==> src/rtl/seg_decode.sv <==
// seg_decode: reads four active-low 7-segment patterns and rebuilds the
// 14-bit binary value by scanning digits from most to least significant
// with a multiply-by-10 accumulator. Undecodable digits contribute 0 and
// are flagged through ERR / ERR_POS.
module seg_decode (
    input  logic        CLK,
    input  logic        RST,
    input  logic        START,
    input  logic [7:0]  HEX0,
    input  logic [7:0]  HEX1,
    input  logic [7:0]  HEX2,
    input  logic [7:0]  HEX3,
    output logic        BUSY,
    output logic        DONE,
    output logic [13:0] NUM_OUTPUT,
    output logic        ERR,
    output logic [1:0]  ERR_POS
);

    localparam logic [0:0] IDLE = 1'b0;
    localparam logic [0:0] CONV = 1'b1;

    localparam logic [6:0] BLANK = 7'h7F;

    // Map a segment pattern (bits 6:0, active-low) to {is_digit, value}.
    function automatic logic [4:0] decode_seg(input logic [6:0] pat);
        logic [4:0] r;
        case (pat)
            7'h40:   r = {1'b1, 4'd0};
            7'h79:   r = {1'b1, 4'd1};
            7'h24:   r = {1'b1, 4'd2};
            7'h30:   r = {1'b1, 4'd3};
            7'h19:   r = {1'b1, 4'd4};
            7'h12:   r = {1'b1, 4'd5};
            7'h02:   r = {1'b1, 4'd6};
            7'h78:   r = {1'b1, 4'd7};
            7'h00:   r = {1'b1, 4'd8};
            7'h10:   r = {1'b1, 4'd9};
            default: r = {1'b0, 4'd0};
        endcase
        return r;
    endfunction

    // acc*10 as (acc<<3)+(acc<<1) in 17 bits, truncated back to 14 bits.
    function automatic logic [13:0] mul10(input logic [13:0] a);
        logic [16:0] wide;
        wide = ({3'b000, a} << 3) + ({3'b000, a} << 1);
        return wide[13:0];
    endfunction

    logic [0:0]       state;
    logic [3:0][6:0]  hex_lat;   // decimal points are not needed after latching
    logic [13:0]      acc;
    logic [1:0]       cnt;
    logic             seen;      // a non-blank digit has already been scanned
    logic             err_run;
    logic [1:0]       pos_run;

    // Decimal-point bits carry no numeric meaning.
    logic unused_dp;
    assign unused_dp = ^{HEX0[7], HEX1[7], HEX2[7], HEX3[7]};

    logic [6:0]  cur_pat;
    logic [4:0]  cur_dec;
    logic        cur_blank;
    logic        cur_bad;
    logic [13:0] acc_next;
    logic        err_next;
    logic [1:0]  pos_next;

    // Evaluate the digit selected by the counter and the next accumulator value.
    always_comb begin
        cur_pat   = hex_lat[cnt];
        cur_dec   = decode_seg(cur_pat);
        cur_blank = (cur_pat == BLANK);
        // Leading blanks are fine; a blank after any non-blank digit is not.
        cur_bad   = !cur_dec[4] && !(cur_blank && !seen);
        acc_next  = mul10(acc) + (cur_dec[4] ? {10'd0, cur_dec[3:0]} : 14'd0);
        err_next  = err_run | cur_bad;
        pos_next  = (cur_bad && !err_run) ? cnt : pos_run;
    end

    // Control FSM, digit scan and registered result outputs.
    always_ff @(posedge CLK) begin
        if (RST) begin
            state      <= IDLE;
            hex_lat    <= '0;
            acc        <= '0;
            cnt        <= '0;
            seen       <= 1'b0;
            err_run    <= 1'b0;
            pos_run    <= '0;
            BUSY       <= 1'b0;
            DONE       <= 1'b0;
            NUM_OUTPUT <= '0;
            ERR        <= 1'b0;
            ERR_POS    <= '0;
        end else begin
            DONE <= 1'b0;
            case (state)
                IDLE: begin
                    if (START) begin
                        hex_lat <= {HEX3[6:0], HEX2[6:0], HEX1[6:0], HEX0[6:0]};
                        acc     <= '0;
                        cnt     <= 2'd3;
                        seen    <= 1'b0;
                        err_run <= 1'b0;
                        pos_run <= '0;
                        BUSY    <= 1'b1;
                        state   <= CONV;
                    end
                end
                CONV: begin
                    acc     <= acc_next;
                    seen    <= seen | !cur_blank;
                    err_run <= err_next;
                    pos_run <= pos_next;
                    if (cnt == 2'd0) begin
                        NUM_OUTPUT <= acc_next;
                        ERR        <= err_next;
                        ERR_POS    <= err_next ? pos_next : 2'd0;
                        DONE       <= 1'b1;
                        BUSY       <= 1'b0;
                        state      <= IDLE;
                    end else begin
                        cnt <= cnt - 2'd1;
                    end
                end
                default: state <= IDLE;
            endcase
        end
    end

endmodule

==> config.mk <==
export PLATFORM = sky130hd
export DESIGN_NAME = seg_decode
export DESIGN_NICKNAME = d
export VERILOG_FILES = /design/src/rtl/seg_decode.sv
export SDC_FILE = /design/constraint.sdc
export NUM_CORES = 1
export LEC_CHECK = 0
export CAP_MARGIN = 15
export CORE_ASPECT_RATIO = 1.1
export CORE_MARGIN = 3
export CORE_UTILIZATION = 55
export CTS_CLUSTER_DIAMETER = 200
export DETAILED_ROUTE_END_ITERATION = 10
export HOLD_SLACK_MARGIN = 0.06
export PLACE_DENSITY = 0.82
export SLEW_MARGIN = 20
export SYNTH_ARGS = -nofsm -noshare
export SYNTH_HDL_FRONTEND = slang
export SYNTH_SLANG_ARGS = --single-unit
export TNS_END_PERCENT = 20
==> constraint.sdc <==
create_clock -name CLK -period 8.2 [get_ports CLK]
set_input_delay 1.64 -clock CLK [delete_from_list [all_inputs] [get_ports CLK]]
set_output_delay 1.64 -clock CLK [all_outputs]
set_load 0.01 [all_outputs]
==> results of run 1 <==
cells by family (layout without fill, tap and decap cells):
group	Yosys count	after routing
simple gates	143	143
xor+xnor	12	12
fa+ha+maj	25	25
compound gates	94	94
buf+inv	36	82
mux	7	7
flops	67	67
area by class of cell:
cell class              instances  area (µm²)
clock buffers                  11         141
clock inverters                 5        52.6
fillers                       476        1770
inverters                      14        52.6
multi-input cells             281        1870
flip-flops and latches         67        1340
well taps                      77        96.3
repair buffers                 52         513
where the power goes:
group	internal (W)	switching [W]
logic	0.0000607	0.0000690
clock network	0.000147	0.000120
registers	0.000341	0.0000131
per-layer routing:
metal | track usage [%] | up-vias
li1 | - | 1428
met1 | 22.6 | 1287
met2 | 38.9 | 62
met3 | 5.66 | 10
met4 | 8.91 | 0
met5 | 0 | -
flip-flops by register name, indices dropped and copies added, names as in the netlist:
name and flops:
BUSY 1, DONE 1, ERR 1, ERR_POS 2, NUM_OUTPUT 14, acc 13
cnt 2, err_run 1, hex_lat 28, pos_run 2, seen 1, state 1
cells in the mapped netlist, drive strengths merged:
| cell type | count |
|---|---|
| a211oi | 4 |
| a21boi | 2 |
| a21o | 2 |
| a21oi | 51 |
| a22o | 9 |
| a22oi | 1 |
| a32oi | 2 |
| and3 | 1 |
| and4 | 1 |
| buf | 3 |
| clkbuf | 19 |
| dfxtp | 67 |
| fa | 2 |
| ha | 23 |
| inv | 14 |
| mux4 | 7 |
| nand2 | 73 |
| nand2b | 5 |
| nand3 | 3 |
| nand3b | 3 |
| nand4 | 3 |
| nand4b | 1 |
| nor2 | 19 |
| nor2b | 6 |
| nor3 | 4 |
| nor3b | 11 |
| nor4 | 2 |
| nor4b | 1 |
| o2111ai | 1 |
| o211ai | 1 |
| o21a | 3 |
| o21ai | 15 |
| o31ai | 2 |
| o32ai | 1 |
| or2 | 3 |
| or3 | 4 |
| or4 | 1 |
| or4b | 2 |
| xnor2 | 7 |
| xor2 | 5 |
cells in the final DEF, fill, tap and decap left out, types with 7 or more instances in the layout:
cell type,synthesis,layout
mux4_2,7,7
nor3b_1,10,10
dfxtp_1,67,67
nand2_1,73,73
clkbuf_8,0,10
xnor2_1,7,7
o21ai_0,12,12
inv_1,14,14
clkdlybuf4s50_1,0,49
a21oi_1,51,51
nor2_1,19,19
a22o_1,9,9
ha_1,23,23
worst paths after layout:
kind	start	end	slack, ns	cells past startpoint
setup / recovery	cnt[0]$_SDFFE_PP0P_	acc[10]$_SDFFE_PP0P_	3.31	13
hold / removal	ERR$_SDFFE_PP0P_	ERR$_SDFFE_PP0P_	0.44	2
setup reg to reg	cnt[0]$_SDFFE_PP0P_	acc[10]$_SDFFE_PP0P_	3.31	13
hold reg to reg	ERR$_SDFFE_PP0P_	ERR$_SDFFE_PP0P_	0.44	2
through the flow:
step	setup WS, ns	instance area, µm²	power, W	utilization [%]	cells
finish	3.31	4070	0.000752	69.7	507
global route	2.93	4070	0.000791	69.7	507
floorplan	3.93	3350	0.000450	-	384
CTS	3.30	4070	0.000760	69.6	507
detailed placement	3.31	3870	0.000492	66.3	491
global placement	3.43	3870	0.000486	66.3	491
critical path, delay by kind of cell, from the launching register on:
family	cells	cell delay (ns)
fa+ha+maj	2	0.97
mux	1	0.66
compound gates	4	0.70
flops	1	0.71
simple gates	6	1.80
==> reports/metrics.sh, run 1 <==
FP.DIEAREA_UM2=7070
MIN_PERIOD_NS=4.89
GRT_PASS1_WL_UM=11600
SYNTH_SIMPLE_GATE_AREA_SHARE_PCT=21.2
UNREPAIRED_SETUP_ENDPOINTS_AFTER_GLOBAL_ROUTING='no'
MAX-CLOCK-PATH-BUFFERS=2
ANTENNA_CELLS=0
GPL.FINAL_WEIGHTED_CONGESTION=0.908
YOSYS.AREA.TOP_TYPE='dfxtp_1'
CRITPATHCAPTURETYPE='flip-flop'
SYNTHTOLAYOUTAREAGROWTH_PCT=21.5
FINAL_GLOBAL_ROUTE_OVERFLOW_TOTAL=0
SYNTHXORXNORAREAFRAC_PCT=3.14
PLACEMENTROWS=29
CRITICAL_PATH.MAX_FANOUT=11
LEAKAGE_nW=1.67
FIRSTDRTPASSITERS=4
IR_WORST_VDD_V=0.000167
CTS_MAX_LEVEL=3
MAXCLOCKFREQUENCY_MHz=205
POSTCTSSETUPBUFFERS=0
OUTCOME='finished, final reports clean'
POST_ROUTE_ANTENNA_NET_VIOLATION_COUNT=0
CLK_PIN_SLEW_WORST_PATHS_NS=0.07
SYNTHESIS.INSTANCES=384
POST_SYNTH_FA_HA_MAJ_AREA_FRACTION_PCT=9.78
DRV_SLEW=0
CP_CELL_SEQUENCE='mux4_2 > or3_4 > or3_1 > fa_1 > fa_1 > nor2b_1 > o21ai_0 > a21boi_0 > o31ai_1 > nand2b_1 > a21oi_1 > or4b_2 > nand3_1'
POWER.DENSITY_nW_PER_UM2=185
CORE-AREA_UM2=5840
FINALSETUPVIOLCOUNT=0
POST_DRT_WL_PER_CELL_UM=13.7
NUMBER_OF_HOLD_VIOLATIONS_IN_THE_FINAL_REPORT=0
METAL1_WIRELENGTH_UM=2940
SYNTH_LARGEST_TYPE_AREA_FRACTION_PCT=40.0
ROUTED_WIRELENGTH_UM=6940
FINAL_NET_COUNT=485
AVGSYNTHCELLAREA_UM2=8.73
SYNTHESIS.AREA_UM2=3350
CTS.HOLD.BUFFERS_ADDED=0
DETAILED_PLACE_HPWL_UM=4920
CTSRESIZECOUNT=0
POST_ROUTE_CELLS_DRIVE_ABOVE_1_SHARE_PCT=8.37
VIAS_PER_CELL=5.50
LARGEST_FAMILY_OF_LOGIC_CELLS_BY_SYNTHESIZED_AREA='simple AND/OR/NAND/NOR gates'
CLOCK_TREE_FROM_TRITONCTS='built'
DR_WL_MET3_UM=359
CTS_SINKS=67
TOP_SIGNAL_LAYER_USED='met4'
SKEW_NS=0.00844
GRT_START_MAX_NET_PINS=53
SYNTH_COMPOUND_GATE_AREA_SHARE_PCT=16.8
CTS_BUFFERS=9
DRT_FIRST_ITER_VIOLATIONS=172
STARTING_DENSITY_OF_THE_CORE_PCT=57.4
UNIQUE_MASTERS_POST_SYNTH=46
YOSYS_REGISTER_BITS=67
REQUIRED_NS=8.49
DIEWIDTH_UM=80.4
GRT_PASS1_VIAS=2638
DIE-HEIGHT_UM=87.9
DRT_DRC_VIOLATIONS_LEFT=0
SYNTH.MUX.AREA_FRACTION_PCT=4.71
WORST_SLEW_PIN_SLEW_NS=1.04
MAXCAPVIOLATIONS=0
SYNTH.YOSYS.SEQ_AREA_SHARE_PCT=40.0
SYNTH_NETS=444
YOSYS-TOP-CELLS-AREA='dfxtp_1, ha_1, nand2_1, a21oi_1, mux4_2'
ROUTE.MET2.WL_UM=3560
CLK_LATENCY_NS=0.34
TIMING.SETUP.CRITICAL_PATH_CLASS='reg -> reg'
FINAL.HOLD.WORST_SLACK_NS=0.441
CRITICAL-PATH-TOP-CELL-BY-COUNT='fa_1'
CRITICAL_PATH_ARRIVAL_NS=5.17
TIMING.CRITICAL_PATH.FROM_TYPE='flip-flop'
WORST_PATH_LARGEST_CELL_DELAY_NS=0.71
CLOCK-ROOT-BUFFER='clkbuf_8'
SYNTH_WARNINGS=0
GRT.TOTAL_USAGE_PCT=21.1
IO_BUFFERS=49
FINAL_MIN_PERIOD_OVER_CLOCK_PERIOD_PCT=59.6
IO_PINS=54
VIA_COUNT=2787
WORSTHOLDPATHTYPE='reg -> reg'
TIMING.MAX_SLEW.REL_SLACK_PCT=30.7
ANTENNA_FOUND_INITIAL=0
FINAL.SETUP.TNS_NS=0
TIMING.CRITICAL_PATH.SLOWEST_STAGE_CELL='dfxtp_1'
Power figures use the tool's default switching activity.
==> inputs of run 2 (changes only) <==
--- a/config.mk
+++ b/config.mk
@@ -8,11 +8,11 @@
 export CAP_MARGIN = 15
 export CORE_ASPECT_RATIO = 1.1
 export CORE_MARGIN = 3
-export CORE_UTILIZATION = 55
+export CORE_UTILIZATION = 48
 export CTS_CLUSTER_DIAMETER = 200
 export DETAILED_ROUTE_END_ITERATION = 10
 export HOLD_SLACK_MARGIN = 0.06
-export PLACE_DENSITY = 0.82
+export PLACE_DENSITY = 0.76
 export SLEW_MARGIN = 20
 export SYNTH_ARGS = -nofsm -noshare
 export SYNTH_HDL_FRONTEND = slang
==> constraint.sdc (replaced) <==
create_clock -name CLK -period 4.4 [get_ports CLK]
set_input_delay 0.88 -clock CLK [delete_from_list [all_inputs] [get_ports CLK]]
set_output_delay 0.88 -clock CLK [all_outputs]
set_load 0.01 [all_outputs]
==> run 2 against run 1 <==
Effect of this change:
- maximum frequency grew 16%
- sequential power grew 86%
- highest routed layer unchanged
- clock skew shrank 0.0015 ns
- clock power grew 130%
- cell count grew 3.2%
- critical path depth grew 6
- critical path type unchanged
- setup slack lost 3.1 ns
- hold slack gained 0.0038 ns
- non-clock buffer count grew 11
==> reports/metrics.sh, run 2 (synthesized netlist as in run 1, its figures left out) <==
MIN_PERIOD_NS=4.20
FIRSTDRTPASSITERS=5
DETAILED_PLACE_HPWL_UM=5130
CRITICAL_PATH.MAX_FANOUT=11
LEAKAGE_nW=1.74
CTS_MAX_LEVEL=3
NUMBER_OF_HOLD_VIOLATIONS_IN_THE_FINAL_REPORT=0
POST_DRT_WL_PER_CELL_UM=13.6
REGMOSTFLOPS='hex_lat'
IO_BUFFERS=49
COMMONEST_NON_FILL_NON_TAP_CELLS_IN_THE_LAYOUT='nand2_1, dfxtp_1, a21oi_1'
VIAS_PER_CELL=5.53
ANTENNA_CELLS=0
FINISH.INSTANCE_AREA_UM2=4260
TIMING.MAX_SLEW.REL_SLACK_PCT=57.8
BIGGESTREGSBYFLOPS='hex_lat (28), NUM_OUTPUT (14), acc (13)'
POST_ROUTE_ANTENNA_NET_VIOLATION_COUNT=0
DP_WORST_SETUP_SLACK_NS=-0.0109
CLK_PIN_SLEW_WORST_PATHS_NS=0.08
CLK_LATENCY_NS=0.35
IR_WORST_VDD_V=0.000218
SYNTHTOLAYOUTAREAGROWTH_PCT=27.2
POSTCTSSETUPBUFFERS=0
POST-ROUTE-WORST-SETUP-SLACK_NS=0.202
POWER.DENSITY_nW_PER_UM2=362
TOTAL_POWER_W=0.00154
MOSTFREQUENTLAYOUTCELL='nand2_1'
DRV_SLEW=0
CTS_BUFFERS=9
LARGEST_REG_FLOPS=28
CRITPATHCAPTURETYPE='flip-flop'
DRT_DRC_VIOLATIONS_LEFT=0
DIEWIDTH_UM=85.7
GPL.FINAL_WEIGHTED_CONGESTION=0.825
REQUIRED_NS=4.69
GRT_PASS1_WL_UM=11800
GRT_START_MAX_NET_PINS=52
CLOCK_TREE_FROM_TRITONCTS='built'
OUTCOME='finished, final reports clean'
DRT_FIRST_ITER_VIOLATIONS=105
POSTLAYOUTCOREUTIL_PCT=63.9
PLACEMENTROWS=31
CORE-AREA_UM2=6670
FINAL_NET_COUNT=496
STARTING_DENSITY_OF_THE_CORE_PCT=50.2
CTS_SINKS=67
WORST_SLEW_PIN_SLEW_NS=0.630
POST_ROUTE_CELLS_DRIVE_ABOVE_1_SHARE_PCT=12.5
CLOCK-ROOT-BUFFER='clkbuf_8'
PLACEDCELLCOUNT=506
WORSTHOLDPATHTYPE='reg -> reg'
ROUTED_WIRELENGTH_UM=7140
GRT.TOTAL_USAGE_PCT=18.5
DIE-HEIGHT_UM=93.6
IO_PINS=54
CRITICAL_PATH_ARRIVAL_NS=4.49
MAXCLOCKFREQUENCY_MHz=238
GRT_PASS1_VIAS=2775
FP.DIEAREA_UM2=8020
CTS.HOLD.BUFFERS_ADDED=0
ANTENNA_FOUND_INITIAL=0
FINAL_GLOBAL_ROUTE_OVERFLOW_TOTAL=0
MAXCAPVIOLATIONS=0
FINAL_MIN_PERIOD_OVER_CLOCK_PERIOD_PCT=95.4
MAX-CLOCK-PATH-BUFFERS=2
SKEW_NS=0.00693
PLACEDINSTANCEAREA_UM2=3970
TIMING.SETUP.CRITICAL_PATH_CLASS='reg -> reg'
FINALSETUPVIOLCOUNT=0
TIMING.CRITICAL_PATH.FROM_TYPE='flip-flop'
VIA_COUNT=2894
FINAL_CELL_COUNT_NO_FILL=523
[run 2: cell count changes in the layout (fill, tap and decap cells not counted), sizes merged]
| cell | change |
|---|---|
| buf | +11 |
| bufinv | +2 |
| clkbuf | -2 |
[run 2: critical path: stages, from the launching register on]
cell and delay (ns):
dfxtp_2 0.34, buf_12 0.14, mux4_2 0.52, or3_4 0.40, buf_4 0.16, nor4_4 0.27, nor3_2 0.09, inv_1 0.07
ha_1 0.15, ha_2 0.19, inv_1 0.06, fa_2 0.35, nor2b_1 0.12, o21ai_1 0.10, a21boi_2 0.20, o31ai_2 0.09
nand2b_1 0.12, a21oi_2 0.08, or4b_2 0.61, nand3_1 0.08
[run 2: per-stage QoR]
| step | TNS [ns] | hold slack [ns] |
|---|---|---|
| global placement | 0 | 0.431 |
| floorplan | 0 | 0.433 |
| global route | -0.101 | 0.475 |
| CTS | 0 | 0.450 |
| finish | 0 | 0.445 |
| detailed placement | -0.0109 | 0.434 |
[run 2: repair_timing]
item | 4_1_cts | 5_1_grt
gates cloned | 0 | 0
pin swaps | 0 | 1
endpoints found under the setup margin | 1 | 4
gates resized for setup | 1 | 10
[run 2: final timing paths]
path	from	to	slack [ns]	cells past startpoint
worst min-delay path	ERR$_SDFFE_PP0P_	ERR$_SDFFE_PP0P_	0.44	2
worst min register to register	ERR$_SDFFE_PP0P_	ERR$_SDFFE_PP0P_	0.44	2
worst max-delay path	cnt[0]$_SDFFE_PP0P_	acc[10]$_SDFFE_PP0P_	0.20	19
worst max register to register	cnt[0]$_SDFFE_PP0P_	acc[10]$_SDFFE_PP0P_	0.20	19
[run 2: layer usage]
metal  GRT usage (%)  up-vias  wire length [µm]
li1                -     1445                 -
met1            19.9     1357              3010
met2            33.6       73              3630
met3            3.61       19               299
met4            9.89        0               201
met5               0        -                 0
[run 2: final cells by class]
| class | count | area [µm²] |
|---|---|---|
| Fill cell | 590 | 2410 |
| Multi-Input combinational cell | 281 | 1910 |
| Sequential cell | 67 | 1340 |
| Timing Repair Buffer | 63 | 616 |
| Clock buffer | 9 | 124 |
| Clock inverter | 7 | 116 |
| Tap cell | 82 | 103 |
| Inverter | 14 | 52.6 |
[run 2: report_power, final]
group | total [W] | switching (W) | internal [W] | leakage, nW
clock network | 0.000618 | 0.000242 | 0.000375 | 0.119
logic | 0.000266 | 0.000136 | 0.000130 | 1.07
registers | 0.000659 | 0.0000233 | 0.000636 | 0.546
total | 0.00154 | 0.000402 | 0.00114 | 1.74
==> inputs of run 3 (changes only) <==
--- a/config.mk
+++ b/config.mk
@@ -13,8 +13,9 @@
 export DETAILED_ROUTE_END_ITERATION = 10
 export HOLD_SLACK_MARGIN = 0.06
 export PLACE_DENSITY = 0.76
+export SKIP_CTS_REPAIR_TIMING = 1
 export SLEW_MARGIN = 20
 export SYNTH_ARGS = -nofsm -noshare
 export SYNTH_HDL_FRONTEND = slang
 export SYNTH_SLANG_ARGS = --single-unit
-export TNS_END_PERCENT = 20
+export TNS_END_PERCENT = 10
==> run 3 against run 2 <==
Effect of this change:
- die area unchanged
- clock skew increased by 0.0010 ns
- critical endpoint unchanged
- register-to-register slack got worse by 0.02 ns
- via count increased by 0.93%
- critical path type unchanged
- first-iteration DRC count increased by 7.6%
- hold slack about the same
- sequential power about the same
==> reports/metrics.sh, run 3 (synthesized netlist as in run 1, its figures left out) <==
OUTCOME='finished, final reports clean'
MIN_PERIOD_NS=4.22
FINAL_CELL_COUNT_NO_FILL=524
CLOCKPOWERSHARE_PCT=39.9
SYNTHTOLAYOUTAREAGROWTH_PCT=27.9
WORST_PATH_LARGEST_CELL_DELAY_NS=0.61
POST_DRT_WL_PER_CELL_UM=13.8
MAX-CLOCK-PATH-BUFFERS=2
POST_ROUTE_CELLS_DRIVE_ABOVE_1_SHARE_PCT=13.3
PLACEMENTROWS=31
ANTENNA_CELLS=0
GRT_PASS1_WL_UM=11800
IR_WORST_VDD_V=0.000218
POWER.COMBINATIONAL.FRACTION_PCT=17.4
MOSTFREQUENTLAYOUTCELL='nand2_1'
DIEWIDTH_UM=85.7
DIE-HEIGHT_UM=93.6
ANTENNA_FOUND_INITIAL=0
IO_PINS=54
GRT.TOTAL_USAGE_PCT=18.5
IO_BUFFERS=49
FP.DIEAREA_UM2=8020
MAXCLOCKFREQUENCY_MHz=237
FINAL_GLOBAL_ROUTE_OVERFLOW_TOTAL=0
TIMING.SETUP.CRITICAL_PATH_CLASS='reg -> reg'
FIRSTDRTPASSITERS=4
CRITICAL_PATH.MAX_FANOUT=11
BIGGESTREGSBYFLOPS='hex_lat (28), NUM_OUTPUT (14), acc (13)'
REQUIRED_NS=4.69
N_FILL_CELL=583
COMMONEST_NON_FILL_NON_TAP_CELLS_IN_THE_LAYOUT='nand2_1, dfxtp_1, a21oi_1'
LARGEST_REG_FLOPS=28
WORSTHOLDPATHTYPE='reg -> reg'
CRIT_PATH_BUFFERS_INVERTERS=4
CP_CELL_SEQUENCE='buf_12 > mux4_2 > or3_4 > buf_4 > nor4_4 > nor3_2 > inv_1 > ha_1 > ha_2 > inv_1 > fa_2 > nor2b_1 > o21ai_2 > a21boi_2 > o31ai_2 > nand2b_1 > a21oi_2 > or4b_2 > nand3_1'
CRITPATHCAPTURETYPE='flip-flop'
PLACEDCELLCOUNT=506
REGMOSTFLOPS='hex_lat'
TIMING.CRITICAL_PATH.SLOWEST_STAGE_CELL='or4b_2'
TOTAL_POWER_W=0.00155
CTS_SINKS=67
CRITICAL_PATH.TOP_DELAY_FAMILY='simple AND/OR/NAND/NOR gates'
ROUTED_WIRELENGTH_UM=7220
TIMING.MAX_SLEW.REL_SLACK_PCT=58.1
GPL.FINAL_WEIGHTED_CONGESTION=0.825
VIAS_PER_CELL=5.57
FINAL.SETUP.TNS_NS=0
DETAILED_PLACE_HPWL_UM=5130
FINAL_NET_COUNT=497
SEQPWRFRAC_PCT=42.7
FINAL_MIN_PERIOD_OVER_CLOCK_PERIOD_PCT=95.8
GRT_PASS1_VIAS=2775
DRV_SLEW=0
SWSHARE_PCT=26.1
LEAKAGE_nW=1.75
MULTIINPUTGATEAREA_UM2=1920
CLK_LATENCY_NS=0.35
CTS_MAX_LEVEL=3
CELL_INTERNAL_PWR_W=0.00114
TIMING.CRITICAL_PATH.FROM_TYPE='flip-flop'
P_SWITCHING_W=0.000403
NUMBER_OF_HOLD_VIOLATIONS_IN_THE_FINAL_REPORT=0
STARTING_DENSITY_OF_THE_CORE_PCT=50.2
CORE-AREA_UM2=6670
GRT_START_MAX_NET_PINS=52
DRT_FIRST_ITER_VIOLATIONS=113
REGISTER_AREA_UM2=1340
WORST_SLEW_PIN_SLEW_NS=0.626
SKEW_NS=0.00793
POWER.DENSITY_nW_PER_UM2=361
CLOCK_TREE_FROM_TRITONCTS='built'
CLK_PIN_SLEW_WORST_PATHS_NS=0.08
CTS_BUFFERS=9
CLOCK-ROOT-BUFFER='clkbuf_8'
DRT_DRC_VIOLATIONS_LEFT=0
VIA_COUNT=2921
CRITICAL-PATH-TOP-CELL-BY-COUNT='inv_1'
MAXCAPVIOLATIONS=0
POST_ROUTE_ANTENNA_NET_VIOLATION_COUNT=0
FINALSETUPVIOLCOUNT=0
CRITICAL_PATH_ARRIVAL_NS=4.51
[run 3: through the flow]
stage / utilization (%) / hold slack [ns] / cell area [µm²] / setup slack [ns]
2_1_floorplan: - / 0.433 / 3350 / 0.129
3_3_place_gp: 59.4 / 0.431 / 3970 / 0.0662
3_5_place_dp: 59.4 / 0.434 / 3970 / -0.0109
4_1_cts: 63.0 / 0.450 / 4210 / -0.0336
5_1_grt: 64.2 / 0.475 / 4290 / -0.0171
6_report: 64.2 / 0.445 / 4290 / 0.184
[run 3: path summary, 6_finish.rpt]
path,startpoint,endpoint,slack [ns],cells after the start
worst max register to register,cnt[0]$_SDFFE_PP0P_,acc[10]$_SDFFE_PP0P_,0.18,19
worst min-delay path,ERR$_SDFFE_PP0P_,ERR$_SDFFE_PP0P_,0.44,2
worst max-delay path,cnt[0]$_SDFFE_PP0P_,acc[10]$_SDFFE_PP0P_,0.18,19
worst min register to register,ERR$_SDFFE_PP0P_,ERR$_SDFFE_PP0P_,0.44,2
[run 3: layout make-up]
| class | instances | share of cell area, % |
|---|---|---|
| Clock buffer | 9 | 2.89 |
| Clock inverter | 7 | 2.72 |
| Tap cell | 82 | 2.39 |
| Sequential cell | 67 | 31.3 |
| Inverter | 14 | 1.23 |
| Timing Repair Buffer | 64 | 14.5 |
| Multi-Input combinational cell | 281 | 44.9 |
[run 3: worst min-delay path, stage by stage (launching register included)]
cell	delay [ns]
dfxtp_1	0.31
nand2_1	0.05
nand2_1	0.04
[run 3: power by group through the flow]
stage | Clock (W) | Combinational (W) | Sequential [W]
finish | 0.000617 | 0.000269 | 0.000660
global route | 0.000647 | 0.000300 | 0.000663
CTS | 0.000631 | 0.000258 | 0.000659
detailed placement | 0 | 0.000257 | 0.000673
global placement | 0 | 0.000251 | 0.000672
floorplan | 0 | 0.000174 | 0.000664
[run 3: layer usage]
layer	share of wire [%]	routed length (µm)	global-route usage (%)	up-vias
met5	0	0	0	-
met4	2.7	196	9.89	0
met3	3.5	256	3.61	21
met2	51	3680	33.6	59
met1	43	3090	19.9	1393
li1	-	-	-	1448
